$ cat config.mk
export PLATFORM = sky130hd
export DESIGN_NAME = irq_nmi_gen
export DESIGN_NICKNAME = d
export VERILOG_FILES = /design/src/rtl/irq_nmi_gen.sv
export SDC_FILE = /design/constraint.sdc
export NUM_CORES = 1
export LEC_CHECK = 0
export ABC_CLOCK_PERIOD_IN_PS = 5500
export CORE_MARGIN = 5
export CORE_UTILIZATION = 55
export DETAILED_ROUTE_END_ITERATION = 12
export PLACE_DENSITY = 0.93
export SYNTH_ARGS = -nofsm -noshare
export SYNTH_HDL_FRONTEND = slang
export SYNTH_SLANG_ARGS = --single-unit
$ cat constraint.sdc
create_clock -name CLK -period 5.5 [get_ports CLK]
set_input_delay 1.1 -clock CLK [delete_from_list [all_inputs] [get_ports CLK]]
set_output_delay 1.1 -clock CLK [all_outputs]
set_load 0.005 [all_outputs]
$ cat src/rtl/irq_nmi_gen.sv
// -----------------------------------------------------------------------------
// irq_nmi_gen
//   Generates the maskable IRQ from the rising edge of VBLANK and a periodic NMI
//   from a programmable timer. Both requests are levels that the CPU clears by
//   fetching the matching vector (0x0038 for IRQ, 0x0066 for NMI).
//
// Parameters
//   IRQEN_ADDR   CPU write address of the IRQ enable latch (DO[0])
//   NMICTL_ADDR  CPU write address of the NMI timer control register
//   NMI_STOP     control value that stops the NMI timer
//   NMI_PERIOD   NMI period in unpaused clock cycles (2..65535)
//
// Ports
//   CLK      in   system clock, rising edge
//   RESET_N  in   asynchronous active-low reset
//   PAUSE    in   freezes the NMI counter and the VBLANK edge detector
//   VBLANK   in   asynchronous vertical blank level
//   WR       in   CPU write strobe (one cycle per write)
//   AD       in   CPU address bus
//   DO       in   CPU write data
//   ACK_EN   in   AD carries an opcode/vector fetch
//   IRQ      out  maskable interrupt request (level)
//   NMI      out  non-maskable interrupt request (level)
//   NMI_RUN  out  NMI timer running
//   NMI_OVR  out  sticky: a period expired while NMI was still pending
// -----------------------------------------------------------------------------
module irq_nmi_gen #(
    parameter logic [15:0] IRQEN_ADDR  = 16'h6820,
    parameter logic [15:0] NMICTL_ADDR = 16'h7100,
    parameter logic [7:0]  NMI_STOP    = 8'h10,
    parameter logic [15:0] NMI_PERIOD  = 16'd3072
) (
    input  logic        CLK,
    input  logic        RESET_N,
    input  logic        PAUSE,
    input  logic        VBLANK,
    input  logic        WR,
    input  logic [15:0] AD,
    input  logic [7:0]  DO,
    input  logic        ACK_EN,
    output logic        IRQ,
    output logic        NMI,
    output logic        NMI_RUN,
    output logic        NMI_OVR
);

    typedef enum logic [1:0] {
        ST_IDLE  = 2'b00,
        ST_COUNT = 2'b01,
        ST_PEND  = 2'b10
    } nmi_state_t;

    localparam logic [15:0] RELOAD_VAL = NMI_PERIOD - 16'd1;
    localparam logic [15:0] IRQ_VEC    = 16'h0038;
    localparam logic [15:0] NMI_VEC    = 16'h0066;

    logic        vb_sync1_r;
    logic        vb_sync2_r;
    logic        vb_last_r;
    logic        irq_en_r;
    logic        irq_r;
    logic        nmi_r;
    logic        nmi_run_r;
    logic        nmi_ovr_r;
    logic [15:0] cnt_r;
    nmi_state_t  state_r;

    logic        irqen_wr_s;
    logic        irq_dis_s;
    logic        nmictl_wr_s;
    logic        irq_ack_s;
    logic        nmi_ack_s;
    logic        vb_edge_s;
    logic        expire_s;

    assign irqen_wr_s  = WR & (AD == IRQEN_ADDR);
    assign irq_dis_s   = irqen_wr_s & ~DO[0];
    assign nmictl_wr_s = WR & (AD == NMICTL_ADDR);
    assign irq_ack_s   = ACK_EN & (AD == IRQ_VEC);
    assign nmi_ack_s   = ACK_EN & (AD == NMI_VEC);
    // The edge detector is frozen while paused, so an edge that arrives during
    // PAUSE is reported once PAUSE drops.
    assign vb_edge_s   = ~PAUSE & vb_sync2_r & ~vb_last_r;
    assign expire_s    = ~PAUSE & (cnt_r == 16'd0);

    assign IRQ     = irq_r;
    assign NMI     = nmi_r;
    assign NMI_RUN = nmi_run_r;
    assign NMI_OVR = nmi_ovr_r;

    // VBLANK two-flop synchronizer and edge-detector history.
    always_ff @(posedge CLK or negedge RESET_N) begin
        if (!RESET_N) begin
            vb_sync1_r <= 1'b0;
            vb_sync2_r <= 1'b0;
            vb_last_r  <= 1'b0;
        end else begin
            vb_sync1_r <= VBLANK;
            vb_sync2_r <= vb_sync1_r;
            if (!PAUSE) begin
                vb_last_r <= vb_sync2_r;
            end else begin
                vb_last_r <= vb_last_r;
            end
        end
    end

    // IRQ enable latch and IRQ request; disable beats set, set beats acknowledge.
    always_ff @(posedge CLK or negedge RESET_N) begin
        if (!RESET_N) begin
            irq_en_r <= 1'b0;
            irq_r    <= 1'b0;
        end else begin
            if (irqen_wr_s) begin
                irq_en_r <= DO[0];
            end else begin
                irq_en_r <= irq_en_r;
            end

            if (irq_dis_s) begin
                irq_r <= 1'b0;
            end else if (vb_edge_s && irq_en_r) begin
                irq_r <= 1'b1;
            end else if (irq_ack_s) begin
                irq_r <= 1'b0;
            end else begin
                irq_r <= irq_r;
            end
        end
    end

    // NMI timer state machine; control write beats expiry beats acknowledge.
    always_ff @(posedge CLK or negedge RESET_N) begin
        if (!RESET_N) begin
            state_r   <= ST_IDLE;
            cnt_r     <= 16'd0;
            nmi_r     <= 1'b0;
            nmi_run_r <= 1'b0;
            nmi_ovr_r <= 1'b0;
        end else if (nmictl_wr_s) begin
            nmi_r <= 1'b0;
            if (DO == NMI_STOP) begin
                state_r   <= ST_IDLE;
                cnt_r     <= 16'd0;
                nmi_run_r <= 1'b0;
                nmi_ovr_r <= 1'b0;
            end else begin
                state_r   <= ST_COUNT;
                cnt_r     <= RELOAD_VAL;
                nmi_run_r <= 1'b1;
            end
        end else begin
            case (state_r)
                ST_IDLE: begin
                    nmi_run_r <= 1'b0;
                end
                ST_COUNT: begin
                    if (expire_s) begin
                        nmi_r   <= 1'b1;
                        cnt_r   <= RELOAD_VAL;
                        state_r <= ST_PEND;
                    end else if (!PAUSE) begin
                        cnt_r <= cnt_r - 16'd1;
                    end else begin
                        cnt_r <= cnt_r;
                    end
                end
                ST_PEND: begin
                    if (expire_s) begin
                        // An acknowledge landing on the expiry cycle just
                        // re-arms NMI without counting as an overrun.
                        cnt_r <= RELOAD_VAL;
                        if (!nmi_ack_s) begin
                            nmi_ovr_r <= 1'b1;
                        end else begin
                            nmi_ovr_r <= nmi_ovr_r;
                        end
                    end else begin
                        if (!PAUSE) begin
                            cnt_r <= cnt_r - 16'd1;
                        end else begin
                            cnt_r <= cnt_r;
                        end
                        if (nmi_ack_s) begin
                            nmi_r   <= 1'b0;
                            state_r <= ST_COUNT;
                        end else begin
                            nmi_r <= nmi_r;
                        end
                    end
                end
                default: begin
                    state_r   <= ST_IDLE;
                    cnt_r     <= 16'd0;
                    nmi_r     <= 1'b0;
                    nmi_run_r <= 1'b0;
                end
            endcase
        end
    end

endmodule

# Word-level counts from Yosys, hierarchy flattened
# Cells that the tools add are included.
# classes
add_sub_neg,1
eq_ne,15
muxes,27
bitwise,11
reduce_logical,10
# op_table
cell,n
two-way mux 16 bit,3
"equality test 16 x 15 -> 1 bit, second input constant",2
one-hot mux 16 bit (2 select lines),1
"equality test 16 x 6 -> 1 bit, second input constant",1
"equality test 16 x 7 -> 1 bit, second input constant",1
zero test 16 bit,1
two-way mux 1 bit,16
"subtractor 16 x 1 -> 16 bit, second input constant",1
two-way mux 12 bit,1
"inequality test 3 bit, second input constant",3
AND 1 bit,8
"equality test 8 x 5 -> 1 bit, second input constant",1
two-way mux 2 bit,4
AND reduction 4 bit,2
one-hot mux 2 bit (3 select lines),1
"inequality test 2 x 1 -> 1 bit, second input constant",2
"inequality test 2 bit, second input constant",2
"inequality test 4 x 2 -> 1 bit, second input constant",1
nonzero test 2 bit,2
NOT 1 bit,3
one-hot mux 1 bit (3 select lines),1
nonzero test 3 bit,1
"equality test 2 x 1 -> 1 bit, second input constant",1
"equality test 2 bit, second input constant",1
other kinds (4),4
# totals
register_bits,26

# Longest topological paths before layout
# Gate-level depths: netlist (run 1).
# depth
ltp_word,6
mapped_depth,8
ltp_nobuf,7

# Least setup slack after synthesis (run 1)
# No wires, ideal clock.
# synth_timing
path_type,input -> register
start,input AD[7]
end,register cnt_r[3]
setup_time_ns,0.135
arrival_time_ns,2.504
path_slack_ns,2.861
cell_stages,7
cell_sequence,or2_4 or4_4 buf_6 nor3_4 buf_4 a2bb2oi_1 a211oi_1
# synth_between
elab_chain_len,4
word_cells_on_any_way,6
# synth_rtl
element,line,rtl
start: declaration,38,"input logic [15:0] AD,"
equality test 16 x 15 -> 1 bit (*),78,assign nmictl_wr_s = WR & (AD == NMICTL_ADDR);
AND 1 bit (*),78,
inequality test 4 x 2 -> 1 bit (no source line) or inequality test 2 bit (tied branches),n/a,
AND reduction 2 bit (no source line),n/a,
end signal: assignment,163,cnt_r <= cnt_r - 16'd1;
end signal: assignment,165,cnt_r <= cnt_r;
end signal: assignment,180,cnt_r <= cnt_r - 16'd1;
end: declaration,65,logic [15:0] cnt_r;
# Mark *: on every way between the ends. The rest lies on a longest branch, timed or not.
# A chain may end at the register's enable or synchronous reset.

# Final worst setup path (run 1)
# layout_timing
start,input AD[12]
end,register cnt_r[12]
# Same word-level chain as after synthesis.

==> impl_results.html, run 1 <==
<table>
<tr><th>Metric</th><th>Value</th></tr>
<tr><th colspan="2">Clock network</th></tr>
<tr><td>Total setup buffers inserted after CTS</td><td>0</td></tr>
<tr><td>Clk Latency, worst-skew pair</td><td>0.33 ns</td></tr>
<tr><td>Maximum root-to-sink buffer count</td><td>2</td></tr>
<tr><td># resized after CTS</td><td>0</td></tr>
<tr><td>Clk Tree Root Cell</td><td>clkbuf_4</td></tr>
<tr><td>CTS sink cnt</td><td>26</td></tr>
<tr><td>H-tree depth</td><td>1</td></tr>
<tr><td>CTS tree</td><td>done</td></tr>
<tr><td>Clock transition time at the flip-flop clock pins of the worst setup and hold paths</td><td>0.15 ns</td></tr>
<tr><td>Clock buffer count from CTS</td><td>3</td></tr>
<tr><td>Count of hold buffers inserted by post-cts repair</td><td>0</td></tr>
<tr><th colspan="2">Run</th></tr>
<tr><td>Max-cap check violation count</td><td>0</td></tr>
<tr><th colspan="2">Synth</th></tr>
<tr><td>Total of flip-flops plus latches after synthesis</td><td>26</td></tr>
<tr><td>Count of warnings emitted by yosys</td><td>0</td></tr>
<tr><td>Area of the mapped netlist</td><td>1770 sq um</td></tr>
<tr><td>Number of flops mapped to enable cells by yosys</td><td>0</td></tr>
<tr><td>Netlist cell types</td><td>62</td></tr>
<tr><td>Sequential cell area fraction in the yosys report</td><td>36.8%</td></tr>
<tr><td>Synthesized area per cell</td><td>9.31 sq um</td></tr>
<tr><td>Share of async-settable or async-resettable flops after synthesis</td><td>100%</td></tr>
<tr><td>Synth Flop Type</td><td>dfrtp_1</td></tr>
<tr><td>Total nets after synthesis</td><td>225</td></tr>
<tr><td>Syn Inst Count</td><td>190</td></tr>
<tr><th colspan="2">Die</th></tr>
<tr><td>Number of placement rows</td><td>20</td></tr>
<tr><td>Initial core utilization</td><td>57.5%</td></tr>
<tr><td>Die ar.</td><td>4450 sq um</td></tr>
<tr><td>Top-level port count</td><td>34</td></tr>
<tr><td>Die Y</td><td>66.7 microns</td></tr>
<tr><td>Die Span X</td><td>66.7 microns</td></tr>
<tr><td>Area of the core</td><td>3080 sq um</td></tr>
<tr><th colspan="2">Critical path</th></tr>
<tr><td>Critical register-to-register path endpoint</td><td>cnt_r[5]</td></tr>
<tr><td>Path depth of the worst reg2reg path</td><td>7</td></tr>
<tr><td>Register-to-register setup slack</td><td>3.00 ns</td></tr>
<tr><td>Setup crit start</td><td>AD[12]</td></tr>
<tr><td>Timing endpoint of the critical path</td><td>cnt_r[12]</td></tr>
<tr><td>WP data required</td><td>5.72 ns</td></tr>
<tr><td>Worst reg2reg path startpoint</td><td>state_r[0]</td></tr>
<tr><td>Critical Path Fanout Max</td><td>11</td></tr>
<tr><td>Signal arrival time at the worst endpoint</td><td>3.40 ns</td></tr>
<tr><td>Kind of critical path</td><td>in2reg</td></tr>
<tr><td>Type of element capturing the critical path</td><td>flop</td></tr>
<tr><td>CP startpoint kind</td><td>primary input</td></tr>
<tr><th colspan="2">Pwr</th></tr>
<tr><td>Reported leakage power</td><td>0.877 nW</td></tr>
<tr><td>Proportion of power drawn by combinational gates</td><td>56.1%</td></tr>
<tr><td>Total power</td><td>0.947 mW</td></tr>
<tr><td>Cell area power density</td><td>441 nW/um^2</td></tr>
<tr><td>Net switching power of the design</td><td>0.430 mW</td></tr>
<tr><td>Part of the power in registers</td><td>33.6%</td></tr>
<tr><td>Switching share of power</td><td>45.4%</td></tr>
<tr><td>Internal power</td><td>0.517 mW</td></tr>
<tr><td>Maximum resistive drop on vdd</td><td>0.343 mV</td></tr>
<tr><td>Clock Power Share</td><td>10.3%</td></tr>
<tr><th colspan="2">Routing</th></tr>
<tr><td>Highest metal used</td><td>met4</td></tr>
<tr><td>Count of TritonRoute iterations in the first routing pass</td><td>4</td></tr>
<tr><td>Antenna viol nets, final</td><td>0</td></tr>
<tr><td>Average via count per standard cell</td><td>6.26</td></tr>
<tr><td>Post-Route WL</td><td>4.25 mm</td></tr>
<tr><td>Drc violations</td><td>0</td></tr>
<tr><td>Vias</td><td>1660</td></tr>
<tr><td>Routed length on met2</td><td>2.03 mm</td></tr>
<tr><td>Wire length per cell after detailed routing</td><td>16.1 microns</td></tr>
<tr><td>Met3 routed wirelength</td><td>214 microns</td></tr>
<tr><td>Starting DRC count in detailed routing</td><td>160</td></tr>
<tr><td>Met1 wire length</td><td>1.98 mm</td></tr>
<tr><th colspan="2">STA</th></tr>
<tr><td>Headroom to the max-slew limit</td><td>39.1%</td></tr>
<tr><td>Hold Violations, Final</td><td>0</td></tr>
<tr><td>Part of the cycle the worst path needs</td><td>57.9%</td></tr>
<tr><td>Summed negative setup slack over all endpoints</td><td>0 ns</td></tr>
<tr><td>Worst setup skew after layout</td><td>0.0131 ns</td></tr>
<tr><td>RSZ-0062 raised after global routing</td><td>no</td></tr>
<tr><td>Pins over their slew limit</td><td>0</td></tr>
<tr><td>Final setup viols</td><td>0</td></tr>
<tr><td>Pin slew with the least headroom to its limit</td><td>0.913 ns</td></tr>
<tr><td>Max Freq</td><td>0.314 GHz</td></tr>
<tr><td>Time the final worst path needs with I/O delays and setup</td><td>3.18 ns</td></tr>
<tr><th colspan="2">Final layout</th></tr>
<tr><td>Share of cells above drive strength 1</td><td>9.50%</td></tr>
<tr><td>Most common cell after layout, fill and taps aside</td><td>clkdlybuf4s50_1</td></tr>
<tr><td>Commonest non-fill, non-tap cells in the layout</td><td>33 x clkdlybuf4s50_1, 26 x dfrtp_1, 20 x nor2_1, 12 x nand2_1, 10 x inv_1</td></tr>
<tr><td>Final design area excluding fillers</td><td>2150 sq um</td></tr>
<tr><td>Total Nets Final</td><td>257</td></tr>
<tr><td>Final cell utilization of the core</td><td>69.8%</td></tr>
<tr><td>Area added between synthesis and finish</td><td>21.4%</td></tr>
<tr><td>Inserted Diodes</td><td>0</td></tr>
<tr><th colspan="2">Worst hold path</th></tr>
<tr><td>Class of the worst hold path</td><td>reg2reg</td></tr>
<tr><th colspan="2">Global route</th></tr>
<tr><td>Largest net degree at the start of global routing</td><td>27</td></tr>
<tr><td>Global-route wire length before repair</td><td>7.51 mm</td></tr>
<tr><td>Antenna violations before repair</td><td>0</td></tr>
<tr><td>Overall Global Routing Usage</td><td>21.8%</td></tr>
<tr><td>Vias in the first global route</td><td>1559</td></tr>
<tr><td>Global route total overflow</td><td>0</td></tr>
<tr><th colspan="2">Run status</th></tr>
<tr><td>Status</td><td>completed</td></tr>
<tr><th colspan="2">Placement</th></tr>
<tr><td>Cell Area, Placed</td><td>2110 sq um</td></tr>
<tr><td>Placed wire-length estimate after detailed placement</td><td>3.26 mm</td></tr>
<tr><td>Weighted congestion at the end of routability-driven global placement</td><td>0.848</td></tr>
<tr><td>Total of buffers placed on input and output ports</td><td>33</td></tr>
</table>
==> per-layer routing <==
layer  GRT usage, %  vias up
met5              0        -
met4           3.55        0
met3           4.38        4
met2           33.3       56
met1           32.2      795
li1               -      805
==> synth_stat cells (5+ instances only) <==
cell	n	share of area (%)
a211oi_1	5	2.1
nor3_1	8	2.3
o21ai_0	7	2.0
nor2_1	20	4.2
nand2_1	12	2.5
a2bb2oi_1	5	2.5
nor4_1	8	2.8
dfrtp_1	26	37
a21oi_1	8	2.3
inv_1	10	2.1
ha_1	5	3.5
==> worst max-delay path: stages <==
cell	delay [ns]
clkdlybuf4s50_1	0.49
nor4bb_1	0.41
nand4_2	0.30
o21ai_1	0.70
o21ai_0	0.18
a32o_1	0.23
==> state kept, by name (all words and copies together), names as in the netlist <==
signal      count
IRQ             1
NMI             1
NMI_OVR         1
NMI_RUN         1
cnt_r          16
irq_en_r        1
state_r         2
vb_last_r       1
vb_sync1_r      1
vb_sync2_r      1
==> power by group through the flow <==
stage	combinational, mW	sequential (mW)	clock (mW)
2_1_floorplan	0.427	0.297	0
5_1_grt	0.589	0.328	0.108
3_5_place_dp	0.517	0.319	0
3_3_place_gp	0.503	0.314	0
4_1_cts	0.520	0.314	0.101
6_report	0.531	0.318	0.0976
==> worst min-delay path by stage <==
stage               start    endpoint  slack (ns)  depth (start not counted)
2_1_floorplan  vb_sync1_r  vb_sync2_r        0.33                          0
3_3_place_gp   vb_sync1_r  vb_sync2_r        0.33                          0
3_5_place_dp   vb_sync1_r  vb_sync2_r        0.34                          0
4_1_cts        vb_sync1_r  vb_sync2_r        0.37                          0
5_1_grt        vb_sync1_r  vb_sync2_r        0.39                          0
6_report       vb_sync1_r  vb_sync2_r        0.37                          0
==> through the flow <==
| stage | setup WS [ns] | cells | hold WS, ns |
|---|---|---|---|
| after global routing | 2.13 | 265 | 0.389 |
| after floorplan | 2.86 | 190 | 0.331 |
| after CTS | 2.37 | 265 | 0.367 |
| final | 2.32 | 265 | 0.367 |
| after global placement | 2.00 | 261 | 0.332 |
| after detailed placement | 1.99 | 261 | 0.336 |
==> logic make-up after synthesis <==
group                      synth area share [%]
buffers and inverters                      4.95
muxes                                      1.77
AOI/OAI and AO/OA                          24.0
adders and majority gates                  3.54
and+or+nand+nor                            28.9
DFF                                        36.8
==> cell type report <==
class                           instances  area [sq um]
Sequential cell                        26           651
Multi-Input combinational cell        147          1030
Clock buffer                            4          36.3
Fill cell                             233           930
Inverter                               10          37.5
Timing Repair Buffer                   34           338
Tap cell                               44          55.1
(Power assumes the default switching activity.)
==> run 2: changes to the inputs <==
==> config.mk (replaced) <==
export PLATFORM = sky130hd
export DESIGN_NAME = irq_nmi_gen
export DESIGN_NICKNAME = d
export VERILOG_FILES = /design/src/rtl/irq_nmi_gen.sv
export SDC_FILE = /design/constraint.sdc
export NUM_CORES = 1
export LEC_CHECK = 0
export ABC_CLOCK_PERIOD_IN_PS = 3000
export CORE_MARGIN = 5
export CORE_UTILIZATION = 52
export DETAILED_ROUTE_END_ITERATION = 12
export PLACE_DENSITY = 0.89
export SYNTH_ARGS = -nofsm -noshare
export SYNTH_HDL_FRONTEND = slang
export SYNTH_SLANG_ARGS = --single-unit
==> constraint.sdc (replaced) <==
create_clock -name CLK -period 3 [get_ports CLK]
set_input_delay 0.6 -clock CLK [delete_from_list [all_inputs] [get_ports CLK]]
set_output_delay 0.6 -clock CLK [all_outputs]
set_load 0.005 [all_outputs]
==> impl_results.html, run 2 (synthesized netlist as in run 1, its figures left out) <==
<table>
<tr><th>Metric</th><th>Value</th></tr>
<tr><th colspan="2">Run status</th></tr>
<tr><td>Status</td><td>completed</td></tr>
<tr><th colspan="2">Routing</th></tr>
<tr><td>Vias</td><td>1764</td></tr>
<tr><td>Wire length per cell after detailed routing</td><td>17.1 microns</td></tr>
<tr><td>Post-Route WL</td><td>4.70 mm</td></tr>
<tr><td>Antenna viol nets, final</td><td>0</td></tr>
<tr><td>Count of TritonRoute iterations in the first routing pass</td><td>6</td></tr>
<tr><td>Drc violations</td><td>0</td></tr>
<tr><td>Average via count per standard cell</td><td>6.41</td></tr>
<tr><td>Starting DRC count in detailed routing</td><td>220</td></tr>
<tr><th colspan="2">STA</th></tr>
<tr><td>Pins over their slew limit</td><td>0</td></tr>
<tr><td>Headroom to the max-slew limit</td><td>57.6%</td></tr>
<tr><td>RSZ-0062 raised after global routing</td><td>no</td></tr>
<tr><td>Summed negative setup slack over all endpoints</td><td>0 ns</td></tr>
<tr><td>Worst setup skew after layout</td><td>0.00737 ns</td></tr>
<tr><td>Pin slew with the least headroom to its limit</td><td>0.631 ns</td></tr>
<tr><td>Final setup viols</td><td>0</td></tr>
<tr><td>Hold Violations, Final</td><td>0</td></tr>
<tr><td>Max Freq</td><td>0.416 GHz</td></tr>
<tr><td>Time the final worst path needs with I/O delays and setup</td><td>2.40 ns</td></tr>
<tr><td>Part of the cycle the worst path needs</td><td>80.1%</td></tr>
<tr><th colspan="2">Critical path</th></tr>
<tr><td>Kind of critical path</td><td>in2reg</td></tr>
<tr><td>Register-to-register setup slack</td><td>0.82 ns</td></tr>
<tr><td>Worst reg2reg path startpoint</td><td>cnt_r[0]</td></tr>
<tr><td>Path depth of the worst reg2reg path</td><td>7</td></tr>
<tr><td>Type of element capturing the critical path</td><td>flop</td></tr>
<tr><td>WP data required</td><td>3.22 ns</td></tr>
<tr><td>Critical register-to-register path endpoint</td><td>cnt_r[10]</td></tr>
<tr><td>Signal arrival time at the worst endpoint</td><td>2.63 ns</td></tr>
<tr><td>Setup crit start</td><td>AD[12]</td></tr>
<tr><td>Critical Path Fanout Max</td><td>7</td></tr>
<tr><td>CP startpoint kind</td><td>primary input</td></tr>
<tr><td>Timing endpoint of the critical path</td><td>cnt_r[9]</td></tr>
<tr><th colspan="2">Clock network</th></tr>
<tr><td>Count of hold buffers inserted by post-cts repair</td><td>0</td></tr>
<tr><td>Clk Latency, worst-skew pair</td><td>0.34 ns</td></tr>
<tr><td>Maximum root-to-sink buffer count</td><td>2</td></tr>
<tr><td>Clk Tree Root Cell</td><td>clkbuf_4</td></tr>
<tr><td>CTS sink cnt</td><td>26</td></tr>
<tr><td># resized after CTS</td><td>0</td></tr>
<tr><td>H-tree depth</td><td>1</td></tr>
<tr><td>CTS tree</td><td>done</td></tr>
<tr><td>Clock transition time at the flip-flop clock pins of the worst setup and hold paths</td><td>0.15 ns</td></tr>
<tr><td>Clock buffer count from CTS</td><td>3</td></tr>
<tr><td>Total setup buffers inserted after CTS</td><td>0</td></tr>
<tr><th colspan="2">Global route</th></tr>
<tr><td>Largest net degree at the start of global routing</td><td>27</td></tr>
<tr><td>Overall Global Routing Usage</td><td>21.9%</td></tr>
<tr><td>Global route total overflow</td><td>0</td></tr>
<tr><td>Antenna violations before repair</td><td>0</td></tr>
<tr><td>Vias in the first global route</td><td>1594</td></tr>
<tr><td>Global-route wire length before repair</td><td>7.76 mm</td></tr>
<tr><th colspan="2">Final layout</th></tr>
<tr><td>Commonest non-fill, non-tap cells in the layout</td><td>33 x clkdlybuf4s50_1, 26 x dfrtp_1, 20 x nor2_1, 12 x nand2_1, 10 x inv_1</td></tr>
<tr><td>Number of flip-flops in the largest register</td><td>16</td></tr>
<tr><td>Largest register by flop count</td><td>cnt_r</td></tr>
<tr><td>Final design area excluding fillers</td><td>2210 sq um</td></tr>
<tr><td>Area added between synthesis and finish</td><td>25.0%</td></tr>
<tr><td>Inserted Diodes</td><td>0</td></tr>
<tr><td>Most common cell after layout, fill and taps aside</td><td>clkdlybuf4s50_1</td></tr>
<tr><td>Total Nets Final</td><td>265</td></tr>
<tr><td>Share of cells above drive strength 1</td><td>12.7%</td></tr>
<tr><td>Regs by FF count</td><td>cnt_r (16), state_r (2)</td></tr>
<tr><td>Final cell utilization of the core</td><td>66.8%</td></tr>
<tr><td>Number of filler cells placed in the layout</td><td>287</td></tr>
<tr><th colspan="2">Die</th></tr>
<tr><td>Area of the core</td><td>3310 sq um</td></tr>
<tr><td>Die ar.</td><td>4670 sq um</td></tr>
<tr><td>Initial core utilization</td><td>53.4%</td></tr>
<tr><td>Die Span X</td><td>68.3 microns</td></tr>
<tr><td>Number of placement rows</td><td>21</td></tr>
<tr><td>Die Y</td><td>68.3 microns</td></tr>
<tr><td>Top-level port count</td><td>34</td></tr>
<tr><th colspan="2">Placement</th></tr>
<tr><td>Total of buffers placed on input and output ports</td><td>33</td></tr>
<tr><td>Placed wire-length estimate after detailed placement</td><td>3.60 mm</td></tr>
<tr><td>Cell Area, Placed</td><td>2170 sq um</td></tr>
<tr><td>Weighted congestion at the end of routability-driven global placement</td><td>0.911</td></tr>
<tr><th colspan="2">Pwr</th></tr>
<tr><td>Cell area power density</td><td>826 nW/um^2</td></tr>
<tr><td>Maximum resistive drop on vdd</td><td>0.495 mV</td></tr>
<tr><td>Reported leakage power</td><td>0.918 nW</td></tr>
<tr><th colspan="2">Worst hold path</th></tr>
<tr><td>Class of the worst hold path</td><td>reg2reg</td></tr>
<tr><th colspan="2">Run</th></tr>
<tr><td>Max-cap check violation count</td><td>0</td></tr>
</table>
[run 2: cell types whose count changed in the layout (fill, tap and decap cells not counted)]
cell / change
buf_4: +8
[run 2: metal layers]
layer	global-route usage [%]	vias up	part of all wire (%)
li1	-	827	-
met1	30.9	839	44
met2	35.6	88	49
met3	2.30	10	6.3
met4	5.46	0	1.1
met5	0	-	0
[run 2: metrics by stage]
step / total power [mW] / setup slack, ns / hold WS (ns) / instances
finish: 1.83 / 0.597 / 0.366 / 275
global route: 1.95 / 0.455 / 0.389 / 275
CTS: 1.80 / 0.641 / 0.370 / 275
detailed placement: 1.62 / 0.259 / 0.337 / 271
global placement: 1.57 / 0.374 / 0.334 / 271
floorplan: 1.33 / 0.861 / 0.304 / 190
[run 2: critical path, stage by stage]
cell             delay, ns
clkdlybuf4s50_1       0.50
nor4bb_1              0.42
nand4_2               0.31
nor3_4                0.33
or2_0                 0.34
a211oi_1              0.13
[run 2: layout make-up]
class,instances,area [sq um],area share [%]
inverters,10,37.5,1.70
multi-input cells,147,1030,46.6
clock buffers,4,36.3,1.64
flip-flops and latches,26,651,29.4
repair buffers,42,398,18.0
well taps,46,57.6,2.60
[run 2: worst min path at each step]
stage / end / cells after the start / slack, ns / start
finish: vb_sync2_r / 0 / 0.37 / vb_sync1_r
global route: vb_sync2_r / 0 / 0.39 / vb_sync1_r
CTS: vb_sync2_r / 0 / 0.37 / vb_sync1_r
detailed placement: vb_sync2_r / 0 / 0.34 / vb_sync1_r
global placement: vb_sync2_r / 0 / 0.33 / vb_sync1_r
floorplan: IRQ / 0 / 0.30 / RESET_N
[run 2: power breakdown]
group          leakage, nW  switching, mW  internal (mW)
sequential           0.329          0.132          0.452
clock               0.0210          0.113         0.0745
combinational        0.568          0.580          0.474
